--- src/rtl/cache_port_arbiter.sv ---
// ----------------------------------------------------------------------------
// cache_port_arbiter
//
// Shares one single-ported cache between two requesters: port 0 (fetch) and
// port 1 (load/store). One transaction is in flight at a time. When both
// ports request in the same IDLE cycle, round-robin priority picks the
// winner. The winning address/data/write-enable are registered onto the
// cache inputs. A write occupies the cache for one ISSUE cycle. A read waits
// RD_LAT cycles and then returns c_q to the owning port as a registered
// value with a one-cycle valid pulse.
//
// Parameters
//   DATA_W  data width of the cache (c_data / c_q / q0 / q1)
//   ADDR_W  address width
//   RD_LAT  cycles from c_addr being driven to c_q being valid (1..4)
//
// Ports
//   clk, rst                 rising-edge clock, synchronous active-high reset
//   req0/wr0/addr0/data0     port 0 request (held stable until gnt0)
//   gnt0                     pulse: port 0 request captured
//   rvalid0, q0              pulse + registered read data for port 0
//   req1 ... q1              same for port 1
//   c_data, c_addr, c_wr     registered drive into the cache
//   c_q                      read data from the cache
// ----------------------------------------------------------------------------
module cache_port_arbiter #(
   parameter int DATA_W = 32,
   parameter int ADDR_W = 32,
   parameter int RD_LAT = 1
) (
   input  logic              clk,
   input  logic              rst,

   input  logic              req0,
   input  logic              wr0,
   input  logic [ADDR_W-1:0] addr0,
   input  logic [DATA_W-1:0] data0,
   output logic              gnt0,
   output logic              rvalid0,
   output logic [DATA_W-1:0] q0,

   input  logic              req1,
   input  logic              wr1,
   input  logic [ADDR_W-1:0] addr1,
   input  logic [DATA_W-1:0] data1,
   output logic              gnt1,
   output logic              rvalid1,
   output logic [DATA_W-1:0] q1,

   output logic [DATA_W-1:0] c_data,
   output logic [ADDR_W-1:0] c_addr,
   output logic              c_wr,
   input  logic [DATA_W-1:0] c_q
);

   typedef enum logic [1:0] {
      IDLE  = 2'd0,
      ISSUE = 2'd1,
      WAIT  = 2'd2,
      RESP  = 2'd3
   } state_t;

   // Counter preload for the WAIT phase; RD_LAT of at most 4 fits in 2 bits.
   localparam logic [1:0] LAT_M1 = 2'(RD_LAT - 1);

   state_t            state, state_nx;
   logic              prio,  prio_nx;    // port favoured on a tie
   logic              owner, owner_nx;   // port that owns the transaction
   logic [1:0]        cnt,   cnt_nx;     // remaining WAIT cycles

   logic              gnt0_nx, gnt1_nx;
   logic              rvalid0_nx, rvalid1_nx;
   logic [DATA_W-1:0] q0_nx, q1_nx;
   logic [DATA_W-1:0] c_data_nx;
   logic [ADDR_W-1:0] c_addr_nx;
   logic              c_wr_nx;

   // Port 1 wins when it is the only requester, or when both request and it
   // holds priority.
   logic              pick1;
   assign pick1 = req1 & (~req0 | prio);

   // -------------------------------------------------------------------------
   // Next-state and next-output logic
   // -------------------------------------------------------------------------
   always_comb begin
      // NOTE: every signal gets a default before the case so that no path
      // leaves a variable unassigned, which would infer a latch.
      state_nx   = state;
      prio_nx    = prio;
      owner_nx   = owner;
      cnt_nx     = cnt;
      c_addr_nx  = c_addr;
      c_data_nx  = c_data;
      c_wr_nx    = 1'b0;
      gnt0_nx    = 1'b0;
      gnt1_nx    = 1'b0;
      rvalid0_nx = 1'b0;
      rvalid1_nx = 1'b0;
      q0_nx      = q0;
      q1_nx      = q1;

      unique case (state)
         IDLE: begin
            // Requests are only looked at here; anything raised while busy
            // is simply re-evaluated once the arbiter returns to IDLE.
            if (req0 || req1) begin
               owner_nx  = pick1;
               c_addr_nx = pick1 ? addr1 : addr0;
               c_data_nx = pick1 ? data1 : data0;
               c_wr_nx   = pick1 ? wr1   : wr0;
               gnt0_nx   = ~pick1;
               gnt1_nx   = pick1;
               prio_nx   = ~pick1;
               state_nx  = ISSUE;
            end
         end

         ISSUE: begin
            // c_wr still carries the captured write flag during ISSUE, so it
            // doubles as the read/write discriminator for this transaction.
            if (c_wr) begin
               state_nx = IDLE;
            end else begin
               cnt_nx   = LAT_M1;
               state_nx = (RD_LAT == 1) ? RESP : WAIT;
            end
         end

         WAIT: begin
            cnt_nx = cnt - 2'd1;
            if (cnt_nx == 2'd0) begin
               state_nx = RESP;
            end
         end

         RESP: begin
            // c_q is valid this cycle; hand it to the owning port only, so
            // the other port's last read data is left untouched.
            if (owner) begin
               q1_nx      = c_q;
               rvalid1_nx = 1'b1;
            end else begin
               q0_nx      = c_q;
               rvalid0_nx = 1'b1;
            end
            state_nx = IDLE;
         end

         default: state_nx = IDLE;
      endcase
   end

   // -------------------------------------------------------------------------
   // State and output registers
   // -------------------------------------------------------------------------
   // NOTE: sequential state uses non-blocking assignments so every register
   // samples the pre-edge values computed above, independent of statement
   // order.
   always_ff @(posedge clk) begin
      if (rst) begin
         // NOTE: the read-data holding registers are ordinary flops, not a
         // memory, so they are cleared along with everything else; all
         // outputs read 0 after reset.
         state   <= IDLE;
         prio    <= 1'b0;
         owner   <= 1'b0;
         cnt     <= 2'd0;
         c_addr  <= '0;
         c_data  <= '0;
         c_wr    <= 1'b0;
         gnt0    <= 1'b0;
         gnt1    <= 1'b0;
         rvalid0 <= 1'b0;
         rvalid1 <= 1'b0;
         q0      <= '0;
         q1      <= '0;
      end else begin
         state   <= state_nx;
         prio    <= prio_nx;
         owner   <= owner_nx;
         cnt     <= cnt_nx;
         c_addr  <= c_addr_nx;
         c_data  <= c_data_nx;
         c_wr    <= c_wr_nx;
         gnt0    <= gnt0_nx;
         gnt1    <= gnt1_nx;
         rvalid0 <= rvalid0_nx;
         rvalid1 <= rvalid1_nx;
         q0      <= q0_nx;
         q1      <= q1_nx;
      end
   end

endmodule

--- config.mk ---
export PLATFORM = sky130hd
export DESIGN_NAME = cache_port_arbiter
export DESIGN_NICKNAME = d
export VERILOG_FILES = /design/src/rtl/cache_port_arbiter.sv
export SDC_FILE = /design/constraint.sdc
export NUM_CORES = 1
export LEC_CHECK = 0
export ABC_AREA = 1
export CAP_MARGIN = 15
export CORE_UTILIZATION = 41
export CTS_BUF_LIST = sky130_fd_sc_hd__clkbuf_8
export CTS_CLUSTER_SIZE = 8
export DETAILED_ROUTE_END_ITERATION = 7
export PLACE_DENSITY = 0.9
export SYNTH_ARGS = -nofsm -noshare
export SYNTH_HDL_FRONTEND = slang
export SYNTH_SLANG_ARGS = --single-unit
--- constraint.sdc ---
create_clock -name clk -period 1.7 [get_ports clk]
set_clock_uncertainty 0.05 [all_clocks]
set_input_delay 0.425 -clock clk [delete_from_list [all_inputs] [get_ports clk]]
set_output_delay 0.425 -clock clk [all_outputs]
set_load 0.005 [all_outputs]
==> summary.md, run 1 <==
| Metric | Value |
|---|---|
| CTS tree | yes |
| Main flop type after synthesis | dfxtp_1 |
| Setup Fix Bufs, Post-CTS | 0 |
| Core area | roughly 13000 sq um |
| Count of pins over their slew limit | 0 |
| Yosys cell types | 21 |
| Flops & latches, synth | 139 |
| Initial Util | a little over two fifths |
| CTS root buffer | clkbuf_8 |
| Syn Nets | around 970 |
| Fmax | 622 MHz |
| Routed via count | 6522 |
| GP Congestion | 0.833 |
| Buffers added on ports | ~300 |
| Sw frac | around a third |
| IO Count | approximately 300 |
| Skew-Pair Late Insertion Delay | roughly 430 ps |
| Sequential power share | 40.8% |
| WS Path Type | in -> reg |
| Commonest cells post-synth | nand2_1 (212), nand3_1 (153), dfxtp_1 (139), nor2_1 (70), inv_1 (46) |
| Area Growth Syn to Fin | 59.5% |
| Tightest Pin Transition | 410 ps |
| RSZ-0062 raised after global routing | no |
| First-pass GRT wire length | ~31000 um |
| Vias in the first global route | a little over 6000 |
| Top cell type's share of synthesized area | 48.4% |
| Max FO, Critical Path | 16 |
| DP HPWL | 14100 um |
| Total gr overflow | 0 |
| Number of routed nets with antenna violations | 0 |
| CP Data Required Time | about 2000 ps |
| DIE HEIGHT | between 100 and 150 um |
| Syn. warnings | 0 |
| Slew margin rel. | about 73% |
| CTS max path bufs | 2 |
| Register area share after synthesis | 48.4% |
| Clock-pin slew on the worst setup and hold paths | about 70 ps |
| VDD IR max | between 0.6 and 0.7 mV |
| Num rows | 42 |
| Startpoint types | input port |
| Mapped Area | approximately 5700 sq um |
| H-tree Lvls | 4 |
| Reg2Reg Setup Slack | around 190 ps |
| Status | finished clean |
| Int Pwr | 6.57 mW |
| Fraction of layout cells with a size suffix above 1 | 7.56% |
| Nets | approximately 1200 |
| Max-Cap Viols | 0 |
| Clock power frac | 24.5% |
| # hold bufs at CTS | 0 |
| Inserted Clock Buffers | 17 |
| Crit end category | register |
| Post-synth EDFFs | 0 |
| Comb pwr share | 34.7% |
| Clk sinks | between 100 and 150 |
| Final min period | 1610 ps |
| Fin cells | roughly 1300 |
| Final Hold Fails | 0 |
| Tot GR Track Use | about 28% |
| Leak | 4.57 nW |
| Routed wire length | between 20000 and 25000 um |
| Setup-failing EPs final | 0 |
| Initial antenna violation count | 2 |
| Post-synth top area cell | dfxtp_1 |
| DR pass1 iterations | 5 |
| Post-DR vias/cell | around 5.2 |
| Die X | 120 um |
| Placed insts | approximately 1200 |
| Most frequent cell after synthesis | nand2_1 |
| Crit share post-route | 94.6% |
| Pre-CTS setup slack | -354 ps |
| Largest net degree at the start of global routing | 79 |
| Ranking of synthesized cells by area | dfxtp_1 (48%), nand2_1 (14%), nand3_1 (13%) |
| DRC | 0 |
| Avg WL per Cell | 16.2 um |
| Power, Total | 9.85 mW |
| Post-synth ARST share | 0% |
| WP data arrival | 1930 ps |
| WHS | 251 ps |
| Tightest Hold Check Type | in -> reg |
| Initial DRC count | 625 |
| Full die area | 14500 sq um |
| Final WS setup | between 90 and 100 ps |
| Mapped Cells | 800 |
| Power per cell area | roughly 1100 nW/um^2 |
| Sw Pwr | around 3.3 mW |
| Mean Syn Cell Area | 7.19 sq um |
## layer usage
metal | global-route usage (%) | wire (um) | vias up
met5 | 0 | 0 | -
met1 | 31.1 | 7600 | 2968
met3 | 9.62 | 2090 | 50
met4 | 13.7 | 730 | 0
li1 | - | - | 3170
met2 | 47.1 | 9990 | 334
## cells by family (layout without fill, tap and decap cells)
family	Yosys count	after routing	share of synthesized area, %
other	0	2	0
adder cells (fa/ha/maj)	1	1	0.218
buffers and inverters	110	394	8.21
flip-flops	139	139	48.4
AND/OR/NAND/NOR	478	478	36.8
AO/OA/AOI/OAI	72	72	6.40
## through the flow
stage	TNS [ps]	utilization [%]	area (sq um)
global route	0	68.1	9170
global placement	-11730	66.7	8970
floorplan	0	-	5750
finish	0	68.1	9170
detailed placement	-13550	66.7	8970
CTS	0	68.1	9160
## state kept, by name, indices dropped and copies added, names as in the netlist
name / count
c_data: 32
c_addr: 32
prio: 1
owner: 1
q0: 32
c_wr: 1
gnt1: 1
q1: 32
cnt: 2
rvalid0: 1
gnt0: 1
state: 2
rvalid1: 1
## worst paths after layout
check           start         end  cells past startpoint
min               rst        prio                      2
min reg2reg     q1[2]       q1[2]                      2
max              req1  c_addr[20]                      7
max reg2reg  state[0]  c_addr[20]                      7
## critical path: stages
cell,delay [ps]
clkdlybuf4s50_1,540
nor2_1,90
nor2_4,220
nand2_2,90
nor2_4,330
nand2_1,130
nand3_1,100
## area by class of cell
cell class	instances	area, sq um
fillers	1162	4290
repair buffers	323	3110
flip-flops and latches	139	2810
multi-input cells	551	2510
clock buffers	21	289
well taps	176	220
inverters	46	174
clock inverters	4	46.3
diodes	2	5.00
## cells in the final DEF (no fill, tap or decap), drive strengths merged, types with 2 or more instances in the layout
cell,n
nand2,214
clkdlybuf4s50,164
nand3,153
dfxtp,139
dlygate4sd2,133
nor2,73
inv,46
nand4,37
o21ai,35
a21oi,34
buf,26
clkbuf,21
diode,2
clkinv,2
## power groups by stage
| stage | combinational [mW] | sequential [mW] | clock (mW) |
|---|---|---|---|
| 6_report | 3.41 | 4.02 | 2.41 |
| 5_1_grt | 3.72 | 4.08 | 2.64 |
| 4_1_cts | 3.41 | 4.02 | 2.47 |
| 3_5_place_dp | 3.70 | 4.09 | 0 |
| 3_3_place_gp | 3.65 | 4.07 | 0 |
| 2_1_floorplan | 1.66 | 4.10 | 0 |
## repair_timing
item,in CTS,in global routing
setup endpoints to repair,133,0
resized for setup,154,0
hold endpoints to repair,0,0
No activity file was read; power rests on OpenSTA's default activity.
==> run 2, diff against run 1 <==
--- a/config.mk
+++ b/config.mk
@@ -8,7 +8,7 @@
 export ABC_AREA = 1
 export CAP_MARGIN = 15
 export CORE_UTILIZATION = 41
-export CTS_BUF_LIST = sky130_fd_sc_hd__clkbuf_8
+export CTS_BUF_LIST = sky130_fd_sc_hd__clkbuf_4 sky130_fd_sc_hd__clkbuf_8
 export CTS_CLUSTER_SIZE = 8
 export DETAILED_ROUTE_END_ITERATION = 7
 export PLACE_DENSITY = 0.9
==> summary.md, run 2 (synthesis results as in run 1) <==
| Metric | Value |
|---|---|
| RSZ-0062 raised after global routing | no |
| VDD IR max | 0.616 mV (-0.97%) |
| WS Path Type | in -> reg |
| First-pass GRT wire length | 31400 um (about the same) |
| Power per cell area | 1080 nW/um^2 (+0.12%) |
| Clock-pin slew on the worst setup and hold paths | 70 ps (about the same) |
| Startpoint types | input port |
| Reg area | 2810 sq um (unchanged) |
| Fraction of layout cells with a size suffix above 1 | 7.66% (+0.092 points) |
| Final core occ | 68.2% (about the same) |
| DR pass1 iterations | 5 (unchanged) |
| Final min period | 1610 ps (+6.60 ps) |
| Int Pwr | 6.59 mW (+0.34%) |
| CP delay by family, top | simple AND/OR/NAND/NOR gates |
| WHS | 253 ps (+1.54 ps) |
| CTS max path bufs | 2 (unchanged) |
| GP Congestion | 0.833 (unchanged) |
| Fmax | 619 MHz (-0.41%) |
| H-tree Lvls | 4 (unchanged) |
| Area Growth Syn to Fin | 59.6% (about the same) |
| IO Count | 299 (unchanged) |
| Max-Cap Viols | 0 (unchanged) |
| Largest net degree at the start of global routing | 79 (unchanged) |
| Tot GR Track Use | 27.9% (about the same) |
| CTS root buffer | clkbuf_8 |
| Nets | 1245 (unchanged) |
| Tightest Hold Check Type | in -> reg |
| Setup-failing EPs final | 0 (unchanged) |
| Core area | 13500 sq um (unchanged) |
| Leak | 4.57 nW (about the same) |
| CP Cell Sequence | clkdlybuf4s50_1, nor2_1, nor2_4, nand2_2, nor2_4, nand2_1, nand3_1 |
| Most used cell, CP | nor2_4 |
| Status | finished clean |
| Sequential power share | 40.8% (about the same) |
| Clk sinks | 139 (unchanged) |
| Setup Fix Bufs, Post-CTS | 0 (unchanged) |
| Skew-Pair Late Insertion Delay | 430 ps (about the same) |
| Initial DRC count | 570 (-8.8%) |
| WP data arrival | 1930 ps (about the same) |
| Die X | 120 um (unchanged) |
| Full die area | 14500 sq um (unchanged) |
| Buffers added on ports | 298 (unchanged) |
| Most frequent cells in the layout | nand2_1 (211), clkdlybuf4s50_1 (164), nand3_1 (153) |
| Fillers | 1160 (-0.17%) |
| Crit-path slowest cell | clkdlybuf4s50_1 |
| Max FO, Critical Path | 16 (unchanged) |
| Num rows | 42 (unchanged) |
| Crit end category | register |
| Count of pins over their slew limit | 0 (unchanged) |
| Buffers & Inverters on Critical Path | 1 (unchanged) |
| Comb pwr share | 34.6% (about the same) |
| Number of routed nets with antenna violations | 0 (unchanged) |
| Routed wire length | 20400 um (about the same) |
| Initial antenna violation count | 2 (unchanged) |
| Vias in the first global route | 6160 (+0.36%) |
| Final Hold Fails | 0 (unchanged) |
| Sw Pwr | 3.27 mW (-0.20%) |
| DP HPWL | 14100 um (unchanged) |
| Leading cell type in the layout, fill and taps excluded | nand2_1 |
| Tightest Pin Transition | 413 ps (+3.21 ps) |
| Post-DR vias/cell | 5.17 (about the same) |
| Sw frac | 33.2% (-0.12 points) |
| Multi-input gate area | 2510 sq um (unchanged) |
| Clock power frac | 24.6% (about the same) |
| Setup_tns | 0 ps (unchanged) |
| Slew margin rel. | 72.5% (-0.21 points) |
| Total gr overflow | 0 (unchanged) |
| CP max stage delay | 540 ps (about the same) |
| Avg WL per Cell | 16.2 um (about the same) |
| Initial Util | 42.7% (unchanged) |
| Routed via count | 6520 (-0.031%) |
| CP Data Required Time | 2020 ps (about the same) |
| DRC | 0 (unchanged) |
| DIE HEIGHT | 120 um (unchanged) |
| Inserted Clock Buffers | 17 (unchanged) |
| CTS tree | yes |
| Crit share post-route | 95.0% (+0.39 points) |
==> run 2: changes by cell type in the layout (fill, tap and decap cells not counted) <==
cell	change
clkbuf_4	+1
inv_1	-1
==> run 2: layout make-up <==
| class | instances | area share [%] |
|---|---|---|
| antenna | 2 | 0.0546 |
| clock buffer | 22 | 3.23 |
| clock inverter | 3 | 0.464 |
| inverter | 46 | 1.90 |
| multi-input combinational | 551 | 27.4 |
| sequential | 139 | 30.6 |
| tap | 176 | 2.40 |
| timing repair buffer | 323 | 33.9 |
==> run 2: layer usage <==
metal	GRT usage (%)	wire length, um	vias up
met5	0	0	-
met4	13.7	756	0
met3	9.62	2040	53
met2	47.4	10000	337
met1	30.8	7580	2959
li1	-	-	3171
==> run 2: final timing paths <==
kind	endpoint	slack, ps	depth (start not counted)	startpoint
max	c_addr[20]	90	7	req1
min	prio	250	2	rst
max reg2reg	c_addr[20]	180	7	state[0]
min reg2reg	q1[2]	410	2	q1[2]
==> run 2: worst reg2reg max path, stage by stage (launching register included) <==
cell and delay, ps:
dfxtp_1 330, inv_1 90, nand2_2 120, nor2_4 210, nand2_2 90, nor2_4 330, nand2_1 130, nand3_1 100
==> run 2: power groups by stage <==
stage                     clock network [mW]  logic, mW  registers (mW)
after floorplan                            0       1.66            4.10
after global placement                     0       3.65            4.07
after detailed placement                   0       3.70            4.09
after CTS                               2.49       3.41            4.02
after global routing                    2.66       3.72            4.08
final                                   2.43       3.41            4.02
==> run 2: per-stage QoR <==
step / cell area [sq um] / setup slack [ps] / total power, mW / cells
2_1_floorplan: 5750 / 383 / 5.77 / 800
3_3_place_gp: 8970 / -243 / 7.73 / 1235
3_5_place_dp: 8970 / -354 / 7.79 / 1235
4_1_cts: 9170 / 95.8 / 9.93 / 1260
5_1_grt: 9170 / 50.8 / 10.5 / 1261
6_report: 9170 / 85.4 / 9.86 / 1262
==> run 2: repair_timing <==
item | 4_1_cts | 5_1_grt
endpoints found under the setup margin | 133 | 0
gates resized for setup | 154 | 0
hold buffers | 0 | 0
